$ cat src/rtl/vram_blitter_if.sv
// vram_blitter_if: command, source-read and framebuffer-write bus of the blitter.
// slave  = blitter side, master = command issuer / memory side.
interface vram_blitter_if #(
    parameter int ADDR_W = 15,
    parameter int DATA_W = 13
);
    logic              cmd_valid;
    logic              cmd_ready;
    logic [7:0]        cmd_x;
    logic [7:0]        cmd_y;
    logic [7:0]        cmd_w;
    logic [7:0]        cmd_h;
    logic [ADDR_W-1:0] cmd_src;
    logic              src_en;
    logic [ADDR_W-1:0] src_addr;
    logic [DATA_W-1:0] src_data;
    logic              dst_we;
    logic [ADDR_W-1:0] dst_addr;
    logic [DATA_W-1:0] dst_data;
    logic              busy;
    logic              done;

    modport slave (
        input  cmd_valid, cmd_x, cmd_y, cmd_w, cmd_h, cmd_src, src_data,
        output cmd_ready, src_en, src_addr, dst_we, dst_addr, dst_data, busy, done
    );

    modport master (
        output cmd_valid, cmd_x, cmd_y, cmd_w, cmd_h, cmd_src, src_data,
        input  cmd_ready, src_en, src_addr, dst_we, dst_addr, dst_data, busy, done
    );
endinterface

$ cat src/rtl/vram_blitter.sv
// vram_blitter: copies a w x h sprite from a source read port into framebuffer
// VRAM at (x, y), one pixel per cycle, skipping transparent pixels (alpha = 0).
// Build option: define BLIT_CLIP_EN to drop writes that fall outside the
// framebuffer; otherwise out-of-range coordinates wrap into the linear address.
//
// state | meaning
// IDLE  | waiting for a command, cmd_ready high
// RUN   | one source read per cycle, (col,row) tag advances
// DRAIN | reads finished, last two pixels still in the write pipe
// DONE  | one-cycle completion pulse
module vram_blitter #(
    parameter int ADDR_W = 15,
    parameter int DATA_W = 13,
    parameter int FB_W   = 160,
    parameter int FB_H   = 120
) (
    input  logic          i_clk,
    input  logic          i_rst,
    vram_blitter_if.slave bus
);

`ifdef BLIT_CLIP_EN
    localparam bit CLIP_EN = 1'b1;
`else
    localparam bit CLIP_EN = 1'b0;
`endif

    typedef enum logic [1:0] {S_IDLE, S_RUN, S_DRAIN, S_DONE} state_t;

    state_t            r_state;
    logic              r_cmd_ready;
    logic              r_busy;
    logic              r_done;
    logic [7:0]        r_x;
    logic [7:0]        r_y;
    logic [7:0]        r_w;
    logic [7:0]        r_h;
    logic [7:0]        r_col;
    logic [7:0]        r_row;
    logic              r_src_en;
    logic [ADDR_W-1:0] r_src_addr;
    logic              r_drain_cnt;
    logic              r_d_vld;
    logic [7:0]        r_d_col;
    logic [7:0]        r_d_row;
    logic              r_dst_we;
    logic [ADDR_W-1:0] r_dst_addr;
    logic [DATA_W-1:0] r_dst_data;

    logic              w_last;
    logic [8:0]        w_sx;
    logic [8:0]        w_sy;
    logic [ADDR_W-1:0] w_lin;
    logic              w_in_bounds;

    // Last read of the rectangle and screen position of the pixel in the data stage.
    // The linear address is formed in ADDR_W bits, which is the required modulo.
    always_comb begin
        w_last      = (r_col == r_w - 8'd1) && (r_row == r_h - 8'd1);
        w_sx        = {1'b0, r_x} + {1'b0, r_d_col};
        w_sy        = {1'b0, r_y} + {1'b0, r_d_row};
        w_lin       = ADDR_W'(w_sy) * ADDR_W'(FB_W) + ADDR_W'(w_sx);
        w_in_bounds = !CLIP_EN || ((int'(w_sx) < FB_W) && (int'(w_sy) < FB_H));
    end

    // Command sequencing FSM: latches the command, issues reads, drains, pulses done.
    always_ff @(posedge i_clk) begin
        if (i_rst) begin
            r_state     <= S_IDLE;
            r_cmd_ready <= 1'b0;
            r_busy      <= 1'b0;
            r_done      <= 1'b0;
            r_x         <= '0;
            r_y         <= '0;
            r_w         <= '0;
            r_h         <= '0;
            r_col       <= '0;
            r_row       <= '0;
            r_src_en    <= 1'b0;
            r_src_addr  <= '0;
            r_drain_cnt <= 1'b0;
        end else begin
            r_done <= 1'b0;
            case (r_state)
                S_IDLE: begin
                    r_cmd_ready <= 1'b1;
                    if (bus.cmd_valid && r_cmd_ready) begin
                        r_x         <= bus.cmd_x;
                        r_y         <= bus.cmd_y;
                        r_w         <= bus.cmd_w;
                        r_h         <= bus.cmd_h;
                        r_col       <= '0;
                        r_row       <= '0;
                        r_src_addr  <= bus.cmd_src;
                        r_cmd_ready <= 1'b0;
                        r_busy      <= 1'b1;
                        if (bus.cmd_w == 8'd0 || bus.cmd_h == 8'd0) begin
                            r_state <= S_DONE;
                            r_done  <= 1'b1;
                        end else begin
                            r_state  <= S_RUN;
                            r_src_en <= 1'b1;
                        end
                    end
                end
                S_RUN: begin
                    if (w_last) begin
                        r_src_en    <= 1'b0;
                        r_drain_cnt <= 1'b1;
                        r_state     <= S_DRAIN;
                    end else begin
                        r_src_addr <= r_src_addr + ADDR_W'(1);
                        if (r_col == r_w - 8'd1) begin
                            r_col <= '0;
                            r_row <= r_row + 8'd1;
                        end else begin
                            r_col <= r_col + 8'd1;
                        end
                    end
                end
                S_DRAIN: begin
                    if (r_drain_cnt == 1'b0) begin
                        r_state <= S_DONE;
                        r_done  <= 1'b1;
                    end else begin
                        r_drain_cnt <= r_drain_cnt - 1'b1;
                    end
                end
                S_DONE: begin
                    r_state     <= S_IDLE;
                    r_busy      <= 1'b0;
                    r_cmd_ready <= 1'b1;
                end
                default: r_state <= S_IDLE;
            endcase
        end
    end

    // Write pipe: read-stage tag moves to the data stage, then the write is registered.
    always_ff @(posedge i_clk) begin
        if (i_rst) begin
            r_d_vld    <= 1'b0;
            r_d_col    <= '0;
            r_d_row    <= '0;
            r_dst_we   <= 1'b0;
            r_dst_addr <= '0;
            r_dst_data <= '0;
        end else begin
            r_d_vld    <= r_src_en;
            r_d_col    <= r_col;
            r_d_row    <= r_row;
            r_dst_we   <= r_d_vld && bus.src_data[0] && w_in_bounds;
            r_dst_addr <= w_lin;
            r_dst_data <= bus.src_data;
        end
    end

    assign bus.cmd_ready = r_cmd_ready;
    assign bus.busy      = r_busy;
    assign bus.done      = r_done;
    assign bus.src_en    = r_src_en;
    assign bus.src_addr  = r_src_addr;
    assign bus.dst_we    = r_dst_we;
    assign bus.dst_addr  = r_dst_addr;
    assign bus.dst_data  = r_dst_data;

endmodule
$ cat src/flat_wrapper.sv
// flat-port wrapper written by rule: the top's interface ports become plain ports
module vram_blitter_flat 
#(
    parameter int ADDR_W = 15,
    parameter int DATA_W = 13,
    parameter int FB_W   = 160,
    parameter int FB_H   = 120
)
  (i_clk, i_rst, bus_cmd_valid, bus_cmd_x, bus_cmd_y, bus_cmd_w, bus_cmd_h, bus_cmd_src, bus_src_data, bus_cmd_ready, bus_src_en, bus_src_addr, bus_dst_we, bus_dst_addr, bus_dst_data, bus_busy, bus_done);
  vram_blitter_if #(.ADDR_W(ADDR_W), .DATA_W(DATA_W)) bus_i ();
  input  logic i_clk;
  input  logic i_rst;
  input wire logic [$bits(bus_i.cmd_valid)-1:0] bus_cmd_valid;
  input wire logic [$bits(bus_i.cmd_x)-1:0] bus_cmd_x;
  input wire logic [$bits(bus_i.cmd_y)-1:0] bus_cmd_y;
  input wire logic [$bits(bus_i.cmd_w)-1:0] bus_cmd_w;
  input wire logic [$bits(bus_i.cmd_h)-1:0] bus_cmd_h;
  input wire logic [$bits(bus_i.cmd_src)-1:0] bus_cmd_src;
  input wire logic [$bits(bus_i.src_data)-1:0] bus_src_data;
  output wire logic [$bits(bus_i.cmd_ready)-1:0] bus_cmd_ready;
  output wire logic [$bits(bus_i.src_en)-1:0] bus_src_en;
  output wire logic [$bits(bus_i.src_addr)-1:0] bus_src_addr;
  output wire logic [$bits(bus_i.dst_we)-1:0] bus_dst_we;
  output wire logic [$bits(bus_i.dst_addr)-1:0] bus_dst_addr;
  output wire logic [$bits(bus_i.dst_data)-1:0] bus_dst_data;
  output wire logic [$bits(bus_i.busy)-1:0] bus_busy;
  output wire logic [$bits(bus_i.done)-1:0] bus_done;
  assign bus_i.cmd_valid = bus_cmd_valid;
  assign bus_i.cmd_x = bus_cmd_x;
  assign bus_i.cmd_y = bus_cmd_y;
  assign bus_i.cmd_w = bus_cmd_w;
  assign bus_i.cmd_h = bus_cmd_h;
  assign bus_i.cmd_src = bus_cmd_src;
  assign bus_i.src_data = bus_src_data;
  assign bus_cmd_ready = bus_i.cmd_ready;
  assign bus_src_en = bus_i.src_en;
  assign bus_src_addr = bus_i.src_addr;
  assign bus_dst_we = bus_i.dst_we;
  assign bus_dst_addr = bus_i.dst_addr;
  assign bus_dst_data = bus_i.dst_data;
  assign bus_busy = bus_i.busy;
  assign bus_done = bus_i.done;
  vram_blitter #(.ADDR_W(ADDR_W), .DATA_W(DATA_W), .FB_W(FB_W), .FB_H(FB_H)) u_core (.i_clk(i_clk), .i_rst(i_rst), .bus(bus_i));
endmodule
$ cat config.mk
export PLATFORM = sky130hd
export DESIGN_NAME = vram_blitter_flat
export DESIGN_NICKNAME = d
export VERILOG_FILES = /design/src/rtl/vram_blitter_if.sv /design/src/rtl/vram_blitter.sv /design/src/flat_wrapper.sv
export SDC_FILE = /design/constraint.sdc
export NUM_CORES = 1
export LEC_CHECK = 0
export ABC_CLOCK_PERIOD_IN_PS = 3900
export BUFFER_PORTS_ARGS = -buffer_cell sky130_fd_sc_hd__buf_2
export CAP_MARGIN = 5
export CELL_PAD_IN_SITES_DETAIL_PLACEMENT = 1
export CELL_PAD_IN_SITES_GLOBAL_PLACEMENT = 2
export CORE_ASPECT_RATIO = 1.2
export CORE_MARGIN = 3
export CORE_UTILIZATION = 29
export CTS_CLUSTER_DIAMETER = 80
export DETAILED_ROUTE_END_ITERATION = 12
export GPL_TIMING_DRIVEN = 0
export PLACE_DENSITY = 0.72
export SLEW_MARGIN = 20
export SYNTH_ARGS = -nofsm -noshare
export SYNTH_HDL_FRONTEND = slang
export SYNTH_SLANG_ARGS = --single-unit
$ cat constraint.sdc
create_clock -name i_clk -period 3.9 [get_ports i_clk]
set_input_delay 0.39 -clock i_clk [delete_from_list [all_inputs] [get_ports i_clk]]
set_output_delay 0.39 -clock i_clk [all_outputs]
set_load 0.1 [all_outputs]
---- Yosys cells after proc, flatten, opt, wreduce, memory -nomap -nowiden ----
Index checks and enable logic that the tools add are counted.
word-level totals
  output and inout port bits .............. 48
  bits of input ports ..................... 63
  logic and storage cells ................. 87
  register bits ........................... 116
cells by class
  reduce and logical (&&, ||, !) cells .... 17
  add/subtract/negate cells ............... 9
  mux-type cells .......................... 30
  eq/ne operators ......................... 11
  multipliers ............................. 1
operators with widths
  operator               number
  $mux 8                 5
  $pmux 8 s2             2
  $mux 15                2
  $pmux 15 s2            1
  $add 8x8->9            2
  $add 8x1->8 const B    2
  $eq 8x8->1             2
  $logic_not 8->1        2
  $sub 8x1->8 const B    2
  $add 15x1->15 const B  1
  $add 15x9->15          1
  $mul 9x3->10 const B   1
  $mux 1                 10
  $pmux 1 s2             5
  $mux 2                 4
  $pmux 2 s4             1
  $reduce_and 4->1       2
  $ne 2x1->1 const B     3
  $ne 2x2->1 const B     3
  $reduce_and 2->1       3
  $reduce_and 3->1       2
  $reduce_bool 2->1      3
  $eq 2x2->1 const B     2
  $logic_and 1x1->1      3
  4 further kinds        4

---- Longest topological paths before layout ----
Gate-level depths: netlist (run 1).
  depth after elaboration ................. 5
  mapped depth ............................ 17
  gate-level depth less buffers ........... 17

---- Worst setup path after synthesis (run 1) ----
Ideal clock, no wire load.
  path type ............................... reg2reg
  from .................................... reg u_core.r_y[0]
  to ...................................... reg u_core.r_dst_addr[13], in the netlist u_core.bus.dst_addr[13]
  data required time ...................... 3772 ps
  cell stages (with the launch flop) ...... 17
  path buffers ............................ 0
  period minus slack after synthesis ...... 3347 ps
  arrival ................................. 3219 ps
  library setup time ...................... 128 ps
  slack ................................... 553 ps
  path through ............................ dfxtp_1 > ha_1 > inv_1 > fa_1 > nor2b_1 > o21ai_0 > a21boi_0 > nor2_1 > ha_1 > fa_1 > a21o_1 > a21oi_1 > xnor2_1 > nand4_1 > nor3_1 > xnor2_1 > nor2_1
between the ends
  longest elaborated chain between the ends .. 3
ends and longest elaborated chain
  item                    line                 text
  start, declared         vram_blitter.sv:35   logic [7:0] r_y;
  start signal, assigned  vram_blitter.sv:89   r_y <= bus.cmd_y;
  $add 8x8->9             vram_blitter.sv:61   w_sy = {1'b0, r_y} + {1'b0, r_d_row};
  $mul 9x3->10            vram_blitter.sv:62   w_lin = ADDR_W'(w_sy) * ADDR_W'(FB_W) + ADDR_W'(w_sx);
  $add 15x9->15           vram_blitter.sv:62
  end signal, assigned    vram_blitter.sv:153  r_dst_addr <= w_lin;
  end, declared           vram_blitter.sv:47   logic [ADDR_W-1:0] r_dst_addr;
No other way between the ends.
A chain may end at the register's enable or synchronous reset.

---- Worst setup path after layout (run 1) ----
  from .................................... reg u_core.r_y[0]
  to ...................................... reg u_core.r_dst_addr[14], in the netlist u_core.bus.dst_addr[14]
Same word-level chain as after synthesis.

==> results of run 1 <==
==> critical path: cells and delay by family, from the launching register on <==
kind,cells,cell delay (ns)
AND/OR/NAND/NOR,3,0.29
AO/OA/AOI/OAI,7,1.17
adder cells (fa/ha/maj),4,1.36
flip-flops,1,0.33
XOR/XNOR,1,0.27
buffers and inverters,1,0.05
==> final cells by class <==
type | count | area, µm²
repair buffers | 110 | 553
clock inverters | 15 | 174
plain buffers | 32 | 148
multi-input cells | 535 | 3550
well taps | 265 | 332
clock buffers | 17 | 425
flip-flops and latches | 116 | 2320
fillers | 2500 | 12900
inverters | 37 | 139
==> metal layers <==
metal	part of all wire (%)	wire length, µm	GRT usage [%]	up-vias
met5	0	0	0	-
li1	-	-	-	2759
met1	43	7930	18.7	2676
met3	2.6	490	3.54	17
met2	53	9860	30.5	81
met4	1.5	284	5.56	0
==> worst paths after layout <==
kind	slack, ns	from	to	depth (start not counted)
hold / removal	0.19	bus_src_data[6]	u_core.bus.dst_data[6]	2
setup reg to reg	0.28	u_core.r_y[0]	u_core.bus.dst_addr[14]	16
setup / recovery	0.28	u_core.r_y[0]	u_core.bus.dst_addr[14]	16
hold reg to reg	0.46	u_core.r_x[6]	u_core.r_x[6]	2
==> cells by family (layout without fill, tap and decap cells) <==
family,after synthesis,after routing,synth area share (%)
flip-flops,116,116,37.8
AND/OR/NAND/NOR,275,275,22.5
adder cells (fa/ha/maj),49,49,10.7
AO/OA/AOI/OAI,160,160,16.7
XOR/XNOR,45,45,6.64
multiplexers,6,6,0.978
buffers and inverters,69,211,4.66
==> metrics by stage <==
| step | setup slack, ns | TNS, ns | total power, µW | instances | hold slack, ns |
|---|---|---|---|---|---|
| floorplan | 0.553 | 0 | 2490 | 720 | 0.406 |
| global placement | 0.134 | 0 | 2810 | 1094 | 0.442 |
| detailed placement | 0.0424 | 0 | 2850 | 1094 | 0.455 |
| CTS | 0.0299 | 0 | 4440 | 1126 | 0.169 |
| global route | -0.0103 | -0.0103 | 4630 | 1127 | 0.176 |
| finish | 0.284 | 0 | 4390 | 1127 | 0.186 |
==> placed cells by master, fill, tap and decap left out, drive strengths merged, types with 3 or more instances in the layout <==
cell type,instances
a2111oi,4
a211oi,7
a21o,7
a21oi,83
a221oi,3
a31o,4
and2,5
and3,8
buf,120
clkbuf,39
clkinv,6
dfxtp,116
fa,6
ha,43
inv,42
mux2i,6
nand2,95
nand2b,8
nand3,21
nand4,11
nand4b,3
nor2,47
nor2b,34
nor3,17
nor4,8
o21ai,18
o21bai,7
o32ai,5
or2,7
or3,4
xnor2,32
xor2,12
==> power groups by stage <==
stage | Clock [µW] | Combinational [µW] | Sequential [µW]
final | 1570 | 1410 | 1400
after global routing | 1670 | 1540 | 1420
after CTS | 1610 | 1420 | 1410
after detailed placement | 0 | 1410 | 1430
after global placement | 0 | 1390 | 1430
after floorplan | 0 | 665 | 1830
==> sequential cells by signal, summed over array words and instances (netlist names), 2 cells and up <==
| signal | cells |
|---|---|
| u_core.r_col | 8 |
| u_core.r_y | 8 |
| u_core.r_h | 8 |
| u_core.r_state | 2 |
| u_core.bus.dst_addr | 15 |
| u_core.r_x | 8 |
| u_core.bus.src_addr | 15 |
| u_core.bus.dst_data | 13 |
| u_core.r_row | 8 |
| u_core.r_d_col | 8 |
| u_core.r_d_row | 8 |
| u_core.r_w | 8 |
==> what timing repair did <==
| item | CTS | global route |
|---|---|---|
| buffers inserted | 0 | 1 |
| setup endpoints to repair | 0 | 2 |
| resized for setup | 0 | 4 |
==> results by stage, run 1 <==
Clock tree:
- The clock-pin slew on the worst setup and hold paths is 0.06 ns.
- The clock tree buffer depth is 2.
- CTS saw 116 sinks.
- The number of H-tree branching levels is 4.
- The clock latency at the later pin of the worst-skew pair is 0.42 ns.
- The master cell of the clock root buffer is sky130_fd_sc_hd__clkbuf_16.
- TritonCTS built the clock tree.
- TritonCTS created 17 clock buffers.
- In this run, post-CTS hold repair placed 0 buffers.

Hold path:
- The worst hold path class is in2reg.

Critical path:
- The worst setup path is launched from a register.
- Along the worst path, the maximum fanout reaches 2.
- The maximum cell stage delay along the critical path is 0.47 ns.
- The critical path is of the reg2reg type.
- STA puts the critical path data required time at 4.17 ns.
- The arrival time reported for the critical path endpoint is 3.88 ns.
- The kind of end point of the critical path is a register.
- The cell at the slowest stage of the critical path is sky130_fd_sc_hd__fa_1.
- The critical path goes through ha_1 > inv_1 > fa_1 > nor2b_1 > o21ai_0 > a21boi_1 > nor2_1 > ha_1 > fa_1 > a21o_1 > a21oi_4 > o21bai_1 > a21oi_1 > xnor3_1 > a41oi_1 > nor3b_1.

STA:
- At the pin with the least slew margin, the transition time is 0.916 ns.
- The maximum operating frequency is 0.277 GHz.
- The worst pin sits at a relative slew slack of 37.4%.
- The number of endpoints with negative hold slack in the final report is 0.
- For the finished layout, the period the worst path requires is 3.62 ns.
- The final critical path takes up 92.7% of the cycle.
- The clock arrives with 0.00724 ns of skew.
- The final number of max-transition violations was 0.
- The count of final setup violators is 0.

GRT:
- After global routing the overflow that remains totals 0.
- The global routing usage summed across all routing layers is 16.4%.
- The number of global-route vias before repair was 5934.
- The number of antenna violations at the first check in global routing is 0.
- The largest net degree at the start of global routing is 17.
- The first global-routing pass estimated 29.9 mm of wire.

Layout:
- The area growth from synthesis to layout is 24.5%.
- The final core area utilization is 37.2%.
- The final layout contains 961 nets.
- The share of final-layout standard cells stronger than drive strength 1 is 20.1%.
- The repair_antennas step left the layout with diodes totalling 0.
- With fillers left out, the area of the finished cells amounts to 7650 µm².

Pwr:
- The power density of the placed cells is 574 nW/µm².
- The relative contribution of sequential cells to total power is 32.0%.
- The internal cell power is 2640 µW.
- IR analysis of the VDD net gives a maximum drop of 315 µV.
- The switching share of total power is 39.9%.
- The static leakage is 0.00330 µW.
- The switching power is 1750 µW.
- Combinational cells account for 32.2% of the total power.
- The clock network burns 35.9% of the power.

Floorplan:
- The area inside the core boundary is 20500 µm².
- The number of ports placed on the die boundary is 111.
- From left edge to right edge, the die measures 139 µm.
- The chip height is 165 µm.
- The effective utilization at floorplan is 29.9%.
- The area enclosed by the die boundary is 23000 µm².
- The number of placement rows is 57.

Synthesis:
- The net count after synthesis is 832.
- The synthesized cell area is 6140 µm².
- The most numerous cell in the Yosys netlist is sky130_fd_sc_hd__dfxtp_1.
- The most used flip-flop cell after synthesis is sky130_fd_sc_hd__dfxtp_1.
- The share of the synthesized area in the top cell type is 37.8%.
- Synthesis produced 720 cells.
- The number of warnings reported in the yosys synthesis log is 0.
- The count of different cell masters after synthesis is 73.
- By count the netlist is led by 116 x sky130_fd_sc_hd__dfxtp_1, 94 x sky130_fd_sc_hd__nand2_1, 80 x sky130_fd_sc_hd__a21oi_1.
- The synthesized design contains 116 register bits.
- The share of the Yosys chip area taken by registers is 37.8%.
- Sorting the synthesized cells by area gives the leading types as sky130_fd_sc_hd__dfxtp_1 38%, sky130_fd_sc_hd__ha_1 8.8%, sky130_fd_sc_hd__a21oi_1 6.5%.
- A synthesized cell averages 8.53 µm².
- sky130_fd_sc_hd__dfxtp_1 takes more of the synthesized area than any other cell.
- The count of flip-flops with a built-in enable after synthesis is 0.
- In the synthesized netlist the async set-or-reset flop fraction comes to 0%.

Detailed routing:
- After detailed routing, the average wire length per cell comes to 16.5 µm.
- The detailed-route vias per instance is 4.91.
- The number of DRC markers in iteration 0 is 192.
- The DRC violation count after routing is 0.
- The number of vias after detailed routing is 5533.
- The count of antenna-violating nets left after detailed routing is 0.
- The first detailed-routing pass took 4 iterations.
- The total length of routed wires is 18.6 mm.

Place:
- Once placement finished, the instance area stood at 7020 µm².
- Routability-driven placement finished with a final weighted congestion of 0.793.
- Once detailed placement completed, the half-perimeter wirelength came to 14.6 mm.
- During placement, the flow inserted port buffers numbering 109.

Run status:
- The flow ran to the end, and the final reports show no timing, DRC or antenna violations.

Job:
- The number of max-cap violations is 0.
Power figures use the tool's default switching activity.
==> run 2, diff against run 1 <==
--- a/config.mk
+++ b/config.mk
@@ -5,7 +5,7 @@
 export SDC_FILE = /design/constraint.sdc
 export NUM_CORES = 1
 export LEC_CHECK = 0
-export ABC_CLOCK_PERIOD_IN_PS = 3900
+export ABC_CLOCK_PERIOD_IN_PS = 3200
 export BUFFER_PORTS_ARGS = -buffer_cell sky130_fd_sc_hd__buf_2
 export CAP_MARGIN = 5
 export CELL_PAD_IN_SITES_DETAIL_PLACEMENT = 1
@@ -16,7 +16,7 @@
 export CTS_CLUSTER_DIAMETER = 80
 export DETAILED_ROUTE_END_ITERATION = 12
 export GPL_TIMING_DRIVEN = 0
-export PLACE_DENSITY = 0.72
+export PLACE_DENSITY = 0.75
 export SLEW_MARGIN = 20
 export SYNTH_ARGS = -nofsm -noshare
 export SYNTH_HDL_FRONTEND = slang
==> constraint.sdc (replaced) <==
create_clock -name i_clk -period 3.2 [get_ports i_clk]
set_input_delay 0.32 -clock i_clk [delete_from_list [all_inputs] [get_ports i_clk]]
set_output_delay 0.32 -clock i_clk [all_outputs]
set_load 0.1 [all_outputs]
==> results by stage, run 2 (synthesized netlist as in run 1, its figures left out) <==
Run status:
- The run finished, with violations left.
- The final reports fail on negative setup slack.

Place:
- The setup slack at placement came to -0.419 ns (-0.461 ns).
- The final weighted congestion of routability-driven global placement is 0.778 (-1.9%).
- The quantity of I/O buffers inserted on ports was 109 (unchanged).
- The post-DP HPWL is 14.0 mm (-4.4%).

GRT:
- The number of global-route vias before repair is 5711 (-3.8%).
- The total overflow reported by the global router is 0 (unchanged).
- The number of antenna violations at the first check in global routing was 1 (+1).
- The wire length of the first global-routing pass is 29.6 mm (-1.2%).
- The global routing usage summed across all routing layers is 16.3% (-0.13 points).
- The largest net degree at the start of global routing is 17 (unchanged).

Critical path:
- By startpoint and endpoint, the worst setup path is classified as reg2reg.
- On the critical path, the stage with the largest delay is an instance of sky130_fd_sc_hd__fa_2.
- The endpoint identified for the worst register-to-register timing path is u_core.bus.dst_addr[14].
- The path depth of the worst reg2reg path is 14 (-2).
- The maximum cell stage delay along the critical path is 0.55 ns (+0.08 ns).
- STA classifies the critical path endpoint as a register.
- The worst register-to-register path begins at u_core.r_d_row[0].
- Walking the worst path, the cells encountered are ha_4 > inv_2 > fa_2 > inv_1 > ha_1 > ha_1 > fa_2 > a21o_1 > a21oi_4 > o21bai_1 > a21oi_1 > xnor3_2 > a41oi_2 > nor3b_2.
- The reg-to-reg setup timing slack came to -0.18 ns (-0.46 ns).
- The startpoint type of the worst setup path is a register.
- The arrival time reported for the critical path endpoint was 3.64 ns (-0.24 ns).
- The data required time of the worst path was 3.47 ns (-0.70 ns).
- The largest fanout of any net on the critical path was 2 (unchanged).

STA:
- The relative slew slack is 37.7% (+0.36 points).
- The final worst-path setup slack is -0.179 ns (-0.463 ns).
- The final number of max-transition violations was 0 (unchanged).
- The final clock period utilization by the worst path was 106% (+13 points).
- Setup repair after global routing could not meet its margin everywhere.
- The pin slew with the least headroom to its limit is 0.934 ns (+0.0183 ns).
- The maximum operating frequency is 0.296 GHz (+7.0%).
- The clock tree skew after final layout is 0.00680 ns (-0.000446 ns).
- The final hold slack is 0.107 ns (-0.0791 ns).
- The count of final setup violators was 3 (+3).
- The number of endpoints with negative hold slack in the final report was 0 (unchanged).
- The minimum clock period after layout came to 3.38 ns (-0.237 ns).

Floorplan:
- The number of ports placed on the die boundary came to 111 (unchanged).
- The chip height is 165 µm (unchanged).
- The area inside the core boundary is 20500 µm² (unchanged).
- The number of placement rows is 57 (unchanged).
- The overall die width is 139 µm (unchanged).
- The area enclosed by the die boundary is 23000 µm² (unchanged).
- The effective utilization at floorplan is 29.9% (unchanged).

Detailed routing:
- The number of DRC markers in iteration 0 is 200 (+4.2%).
- The routed length per instance is 16.3 µm (-1.3%).
- The DRC violation count after routing is 0 (unchanged).
- The met2 layer wire length in the routed design is 9.54 mm (-3.3%).
- The detailed-route vias per instance is 4.82 (-1.8%).
- The total length of routed wires is 18.5 mm (-0.51%).
- The number of optimization iterations in the first detailed-route pass is 4 (unchanged).
- The top layer reached by signal wires is met4.
- The count of antenna-violating nets left after detailed routing is 0 (unchanged).
- The routed metal-1 wirelength is 7.94 mm (about the same).
- The number of vias after detailed routing is 5475 (-1.0%).
- The routed length on met3 is 683 µm (+39%).

Hold path:
- The tightest min-delay check is of the in2reg type.
- The startpoint of the most critical hold path is bus_src_data[8].
- The worst hold path terminates at u_core.bus.dst_data[8].
- The number of cells on the worst hold path was 2 (unchanged).

Pwr:
- The worst ir drop on vdd is 441 µV (+40%).
- The switching share of total power is 40.1% (+0.12 points).
- The switching power is 2120 µW (+21%).
- The internal cell power is 3170 µW (+20%).
- The relative contribution of sequential cells to total power is 32.4% (+0.4 points).
- The static leakage is 0.00338 µW (+2.3%).
- The clock group share of total power was 33.7% (-2.2 points).
- The portion of total power attributed to combinational logic is 33.9% (+1.7 points).
- The power density of the placed cells came to 672 nW/µm² (+17%).

Clock tree:
- The number of H-tree branching levels came to 4 (unchanged).
- The clock-pin slew on the worst setup and hold paths is 0.06 ns (about the same).
- The clock tree buffer depth is 2 (unchanged).
- The number of clock buffers inserted by TritonCTS is 17 (unchanged).
- The master cell of the clock root buffer is sky130_fd_sc_hd__clkbuf_16.
- The number of clock sinks seen by CTS came to 116 (unchanged).
- The clock latency at the later pin of the worst-skew pair is 0.42 ns (about the same).
- TritonCTS built the clock tree.

Layout:
- The final net count is 969 (+0.83%).
- The area growth from synthesis to layout is 28.1%.
- The share of final-layout standard cells stronger than drive strength 1 is 24.1% (+4.1 points).
- The leading cell type in the layout, fill and taps excluded is sky130_fd_sc_hd__dfxtp_1.
- In the layout the commonest cells are 114 x sky130_fd_sc_hd__dfxtp_1, 113 x sky130_fd_sc_hd__buf_2, 93 x sky130_fd_sc_hd__nand2_1, 77 x sky130_fd_sc_hd__a21oi_1, 47 x sky130_fd_sc_hd__nor2_1.

Job:
- The number of max-cap violations is 0 (unchanged).
[run 2: cell types whose count changed in the layout (fill, tap and decap cells not counted), sizes merged]
cell      previous run  this run
bufinv               2         1
buf                120       128
clkbuf              39        41
diode                0         1
clkinv               6         9
inv                 42        36
clkinvlp             2         4
[run 2: what timing repair did]
action,in CTS,in global routing
resized for setup,27,14
hold buffers,0,0
pin swaps,15,15
buffers inserted,7,2
endpoints found under the setup margin,6,6
[run 2: per-layer routing]
| metal | track usage (%) | vias to the layer above |
|---|---|---|
| met3 | 3.34 | 17 |
| li1 | - | 2768 |
| met4 | 6.09 | 0 |
| met1 | 19.1 | 2604 |
| met2 | 29.5 | 86 |
| met5 | 0 | - |
[run 2: worst max path at each step]
| stage | startpoint | to | slack [ns] |
|---|---|---|---|
| 6_report | u_core.r_d_row[0] | u_core.bus.dst_addr[14] | -0.18 |
| 2_1_floorplan | u_core.r_y[0] | u_core.bus.dst_addr[14] | 0.01 |
| 3_3_place_gp | u_core.r_y[0] | u_core.bus.dst_addr[14] | -0.34 |
| 4_1_cts | u_core.r_d_row[0] | u_core.bus.dst_addr[14] | -0.22 |
| 5_1_grt | u_core.r_d_row[0] | u_core.bus.dst_addr[14] | -0.35 |
| 3_5_place_dp | u_core.r_d_row[0] | u_core.bus.dst_addr[13] | -0.42 |
[run 2: metrics by stage]
stage | instances | total power [µW] | util [%] | instance area [µm²] | setup TNS, ns
after floorplan | 720 | 3040 | - | 6160 | 0
after global placement | 1094 | 3450 | 34.2 | 7030 | -1.53
after detailed placement | 1094 | 3460 | 34.2 | 7030 | -1.91
after CTS | 1133 | 5330 | 37.9 | 7780 | -0.421
after global routing | 1136 | 5580 | 38.3 | 7870 | -1.18
final | 1136 | 5290 | 38.3 | 7870 | -0.358
[run 2: critical path, delay by kind of cell, from the launching register on]
family                   cells  cell delay [ns]
flip-flops                   1             0.36
XOR/XNOR                     1             0.30
AND/OR/NAND/NOR              1             0.06
adder cells (fa/ha/maj)      5             1.62
buffers and inverters        2             0.08
AO/OA/AOI/OAI                5             0.81
[run 2: power by group through the flow]
stage,clock (µW),sequential [µW],combinational [µW]
floorplan,0,2230,812
global placement,0,1740,1710
detailed placement,0,1740,1720
CTS,1840,1710,1780
global route,1900,1730,1950
finish,1780,1710,1790
[run 2: cell type report]
| type | instances | area (µm²) |
|---|---|---|
| fillers | 2478 | 12700 |
| multi-input cells | 535 | 3760 |
| flip-flops and latches | 116 | 2320 |
| repair buffers | 118 | 617 |
| clock buffers | 19 | 443 |
| well taps | 265 | 332 |
| plain buffers | 32 | 148 |
| inverters | 37 | 139 |
| clock inverters | 13 | 111 |
| diodes | 1 | 2.50 |
==> run 3, diff against run 2 <==
--- a/config.mk
+++ b/config.mk
@@ -6,7 +6,6 @@
 export NUM_CORES = 1
 export LEC_CHECK = 0
 export ABC_CLOCK_PERIOD_IN_PS = 3200
-export BUFFER_PORTS_ARGS = -buffer_cell sky130_fd_sc_hd__buf_2
 export CAP_MARGIN = 5
 export CELL_PAD_IN_SITES_DETAIL_PLACEMENT = 1
 export CELL_PAD_IN_SITES_GLOBAL_PLACEMENT = 2
@@ -15,8 +14,9 @@
 export CORE_UTILIZATION = 29
 export CTS_CLUSTER_DIAMETER = 80
 export DETAILED_ROUTE_END_ITERATION = 12
+export DONT_BUFFER_PORTS = 1
 export GPL_TIMING_DRIVEN = 0
-export PLACE_DENSITY = 0.75
+export PLACE_DENSITY = 0.67
 export SLEW_MARGIN = 20
 export SYNTH_ARGS = -nofsm -noshare
 export SYNTH_HDL_FRONTEND = slang
==> results by stage, run 3 (synthesized netlist as in run 1, its figures left out) <==
Place:
- The quantity of I/O buffers inserted on ports is 0 (-100%).
- The post-DP HPWL is 14.7 mm (+4.8%).
- The final weighted congestion of routability-driven global placement was 0.827 (+6.2%).
- The cell count after placement is 985 (-10%).
- The instance area at placement is 6490 µm² (-7.8%).

Detailed routing:
- The DRC violation count after routing is 0 (unchanged).
- The total length of routed wires was 20.1 mm (+8.8%).
- The number of vias after detailed routing is 5303 (-3.1%).
- The number of DRC markers in iteration 0 is 163 (-19%).
- The count of antenna-violating nets left after detailed routing was 0 (unchanged).
- The routed length per instance is 19.4 µm (+20%).
- The detailed-route vias per instance is 5.13 (+6.5%).
- The number of optimization iterations in the first detailed-route pass is 4 (unchanged).

Floorplan:
- The overall die width is 139 µm (unchanged).
- The number of ports placed on the die boundary is 111 (unchanged).
- The area enclosed by the die boundary is 23000 µm² (unchanged).
- The number of placement rows is 57 (unchanged).
- The effective utilization at floorplan is 29.9% (unchanged).
- The chip height is 165 µm (unchanged).
- The area inside the core boundary is 20500 µm² (unchanged).

Critical path:
- The path depth of the worst reg2reg path is 16 (+2).
- The launching instance or port of the critical path is u_core.r_d_row[0].
- The worst setup path is launched from a register.
- The worst register-to-register path ends at u_core.bus.dst_addr[14].
- The worst setup path is captured at a register.
- The data required time of the worst path came to 3.47 ns (about the same).
- The largest fanout of any net on the critical path is 2 (unchanged).
- In this run the critical register-to-register path is launched from u_core.r_d_row[0].
- The arrival time reported for the critical path endpoint is 3.85 ns (+0.21 ns).
- The type of the setup path with the least slack is reg2reg.
- The reg-to-reg setup timing slack came to -0.38 ns (-0.20 ns).

Clock tree:
- The number of H-tree branching levels is 4 (unchanged).
- The number of clock sinks seen by CTS is 116 (unchanged).
- The clock-pin slew on the worst setup and hold paths is 0.06 ns (about the same).
- The number of clock buffers inserted by TritonCTS is 17 (unchanged).
- The cts-stage hold buffer count is 0 (unchanged).
- The clock latency at the later pin of the worst-skew pair is 0.42 ns (about the same).
- The clock tree buffer depth is 2 (unchanged).
- The master cell of the clock root buffer is sky130_fd_sc_hd__clkbuf_16.
- The clock tree from TritonCTS is built.

GRT:
- The global routing usage summed across all routing layers is 16.6% (+0.34 points).
- The largest net degree at the start of global routing is 17 (unchanged).
- The wire length of the first global-routing pass is 30.3 mm (+2.3%).
- The total overflow reported by the global router is 0 (unchanged).
- The number of global-route vias before repair was 5655 (-0.98%).
- The number of antenna violations at the first check in global routing is 0 (-1).

Hold path:
- The number of cells on the worst hold path came to 1 (-1).
- The worst hold path class is in2reg.
- In this run the most critical hold path is launched from bus_src_data[4].
- The worst hold endpoint is u_core.bus.dst_data[4].

Pwr:
- The power density of the placed cells is 698 nW/µm² (+3.9%).
- The final total power is 5290 µW (about the same).
- The static leakage came to 0.00291 µW (-14%).
- The worst ir drop on vdd is 405 µV (-8.3%).

Layout:
- The share of final-layout standard cells stronger than drive strength 1 is 16.7% (-7.5 points).
- The area added between synthesis and finish is 23.3%.
- The final design area excluding fillers is 7580 µm² (-3.8%).
- In the layout the commonest cells are 112 x sky130_fd_sc_hd__dfxtp_1, 94 x sky130_fd_sc_hd__nand2_1, 74 x sky130_fd_sc_hd__a21oi_1, 44 x sky130_fd_sc_hd__nor2_1, 35 x sky130_fd_sc_hd__inv_1.
- The post-layout instance count excluding filler cells is 1033 (-9.1%).
- The area taken by multi-input logic gates is 3930 µm² (+4.7%).
- The count of inserted antenna diode cells was 0 (-1).
- The leading cell type in the layout, fill and taps excluded is sky130_fd_sc_hd__dfxtp_1.
- The area used by sequential logic in the layout is 2330 µm² (+0.11%).
- The count of filler cells inserted in the layout is 2420 (-2.3%).
- The final net count is 867 (-11%).

STA:
- The clock tree skew after final layout is 0.00745 ns (+0.000652 ns).
- The maximum operating frequency is 0.280 GHz (-5.5%).
- The relative slew slack was 21.0% (-17 points).
- Setup repair after global routing could not meet its margin everywhere.
- The final number of max-transition violations is 0 (unchanged).
- The final worst-path setup slack is -0.376 ns (-0.197 ns).
- The number of endpoints with negative hold slack in the final report is 0 (unchanged).
- The pin slew with the least headroom to its limit is 1.18 ns (+0.249 ns).
- The count of final setup violators is 3 (unchanged).
- The final clock period utilization by the worst path came to 112% (+6.2 points).
- The minimum clock period after layout is 3.58 ns (+0.197 ns).

Run status:
- The run finished, with violations left.
- The checks that failed: negative setup slack.

Job:
- The number of max-cap violations is 0 (unchanged).
==> run 3: cell count changes in the layout (fill, tap and decap cells not counted), sizes merged <==
cell / delta
buf: -102
clkinv: -1
diode: -1
clkinvlp: +2
clkbuf: -1
==> run 3: final cells by class <==
class | count | area share, %
buffer | 32 | 1.95
clock buffer | 18 | 5.80
clock inverter | 14 | 1.50
inverter | 37 | 1.83
multi-input combinational | 535 | 51.9
sequential | 116 | 30.7
tap | 265 | 4.38
timing repair buffer | 16 | 1.90
==> run 3: through the flow <==
step	setup slack, ns	hold WS [ns]	setup TNS (ns)	utilization (%)
finish	-0.376	0.0271	-0.689	36.9
global route	-0.498	0.0109	-1.27	36.9
CTS	-0.208	0.0132	-0.305	35.3
detailed placement	-0.479	0.453	-1.93	31.6
global placement	-0.321	0.448	-1.48	31.6
floorplan	0.0133	0.406	0	-
==> run 3: worst max-delay path, cell delays in order (launching register included) <==
cell and delay (ns):
sky130_fd_sc_hd__dfxtp_2 0.36, sky130_fd_sc_hd__ha_4 0.14, sky130_fd_sc_hd__inv_2 0.03, sky130_fd_sc_hd__fa_2 0.35, sky130_fd_sc_hd__nor2b_2 0.15, sky130_fd_sc_hd__o21ai_2 0.08
sky130_fd_sc_hd__a21boi_2 0.21, sky130_fd_sc_hd__nor2_4 0.08, sky130_fd_sc_hd__ha_4 0.23, sky130_fd_sc_hd__fa_2 0.41, sky130_fd_sc_hd__a21o_1 0.24, sky130_fd_sc_hd__a21oi_4 0.21
sky130_fd_sc_hd__o21bai_1 0.11, sky130_fd_sc_hd__a21oi_2 0.16, sky130_fd_sc_hd__xnor3_1 0.32, sky130_fd_sc_hd__a41oi_2 0.26, sky130_fd_sc_hd__nor3b_2 0.08
==> run 3: repair_timing <==
item,in CTS,in global routing
resized for setup,32,34
setup endpoints to repair,7,6
pin swaps,21,34
setup buffers,6,10
==> run 3: layer usage <==
layer  vias up  share of wire, %  global-route usage [%]
met3        30               4.0                    4.35
li1       2568                 -                       -
met1      2599                41                    19.1
met4         0               2.0                    5.60
met5         -                 0                       0
met2       106                53                    30.2
==> run 3: where the power goes <==
group,total [µW],switching [µW],internal (µW)
combinational,1240,755,483
sequential,2250,673,1580
clock,1790,717,1080
total,5290,2140,3140
==> run 3: worst max-delay path by stage <==
stage                              end  slack [ns]  cells past startpoint
2_1_floorplan  u_core.bus.dst_addr[14]        0.01                     16
3_3_place_gp   u_core.bus.dst_addr[14]       -0.32                     17
3_5_place_dp   u_core.bus.dst_addr[14]       -0.48                     16
4_1_cts        u_core.bus.dst_addr[14]       -0.21                     17
5_1_grt        u_core.bus.dst_addr[14]       -0.50                     16
6_report       u_core.bus.dst_addr[14]       -0.38                     16
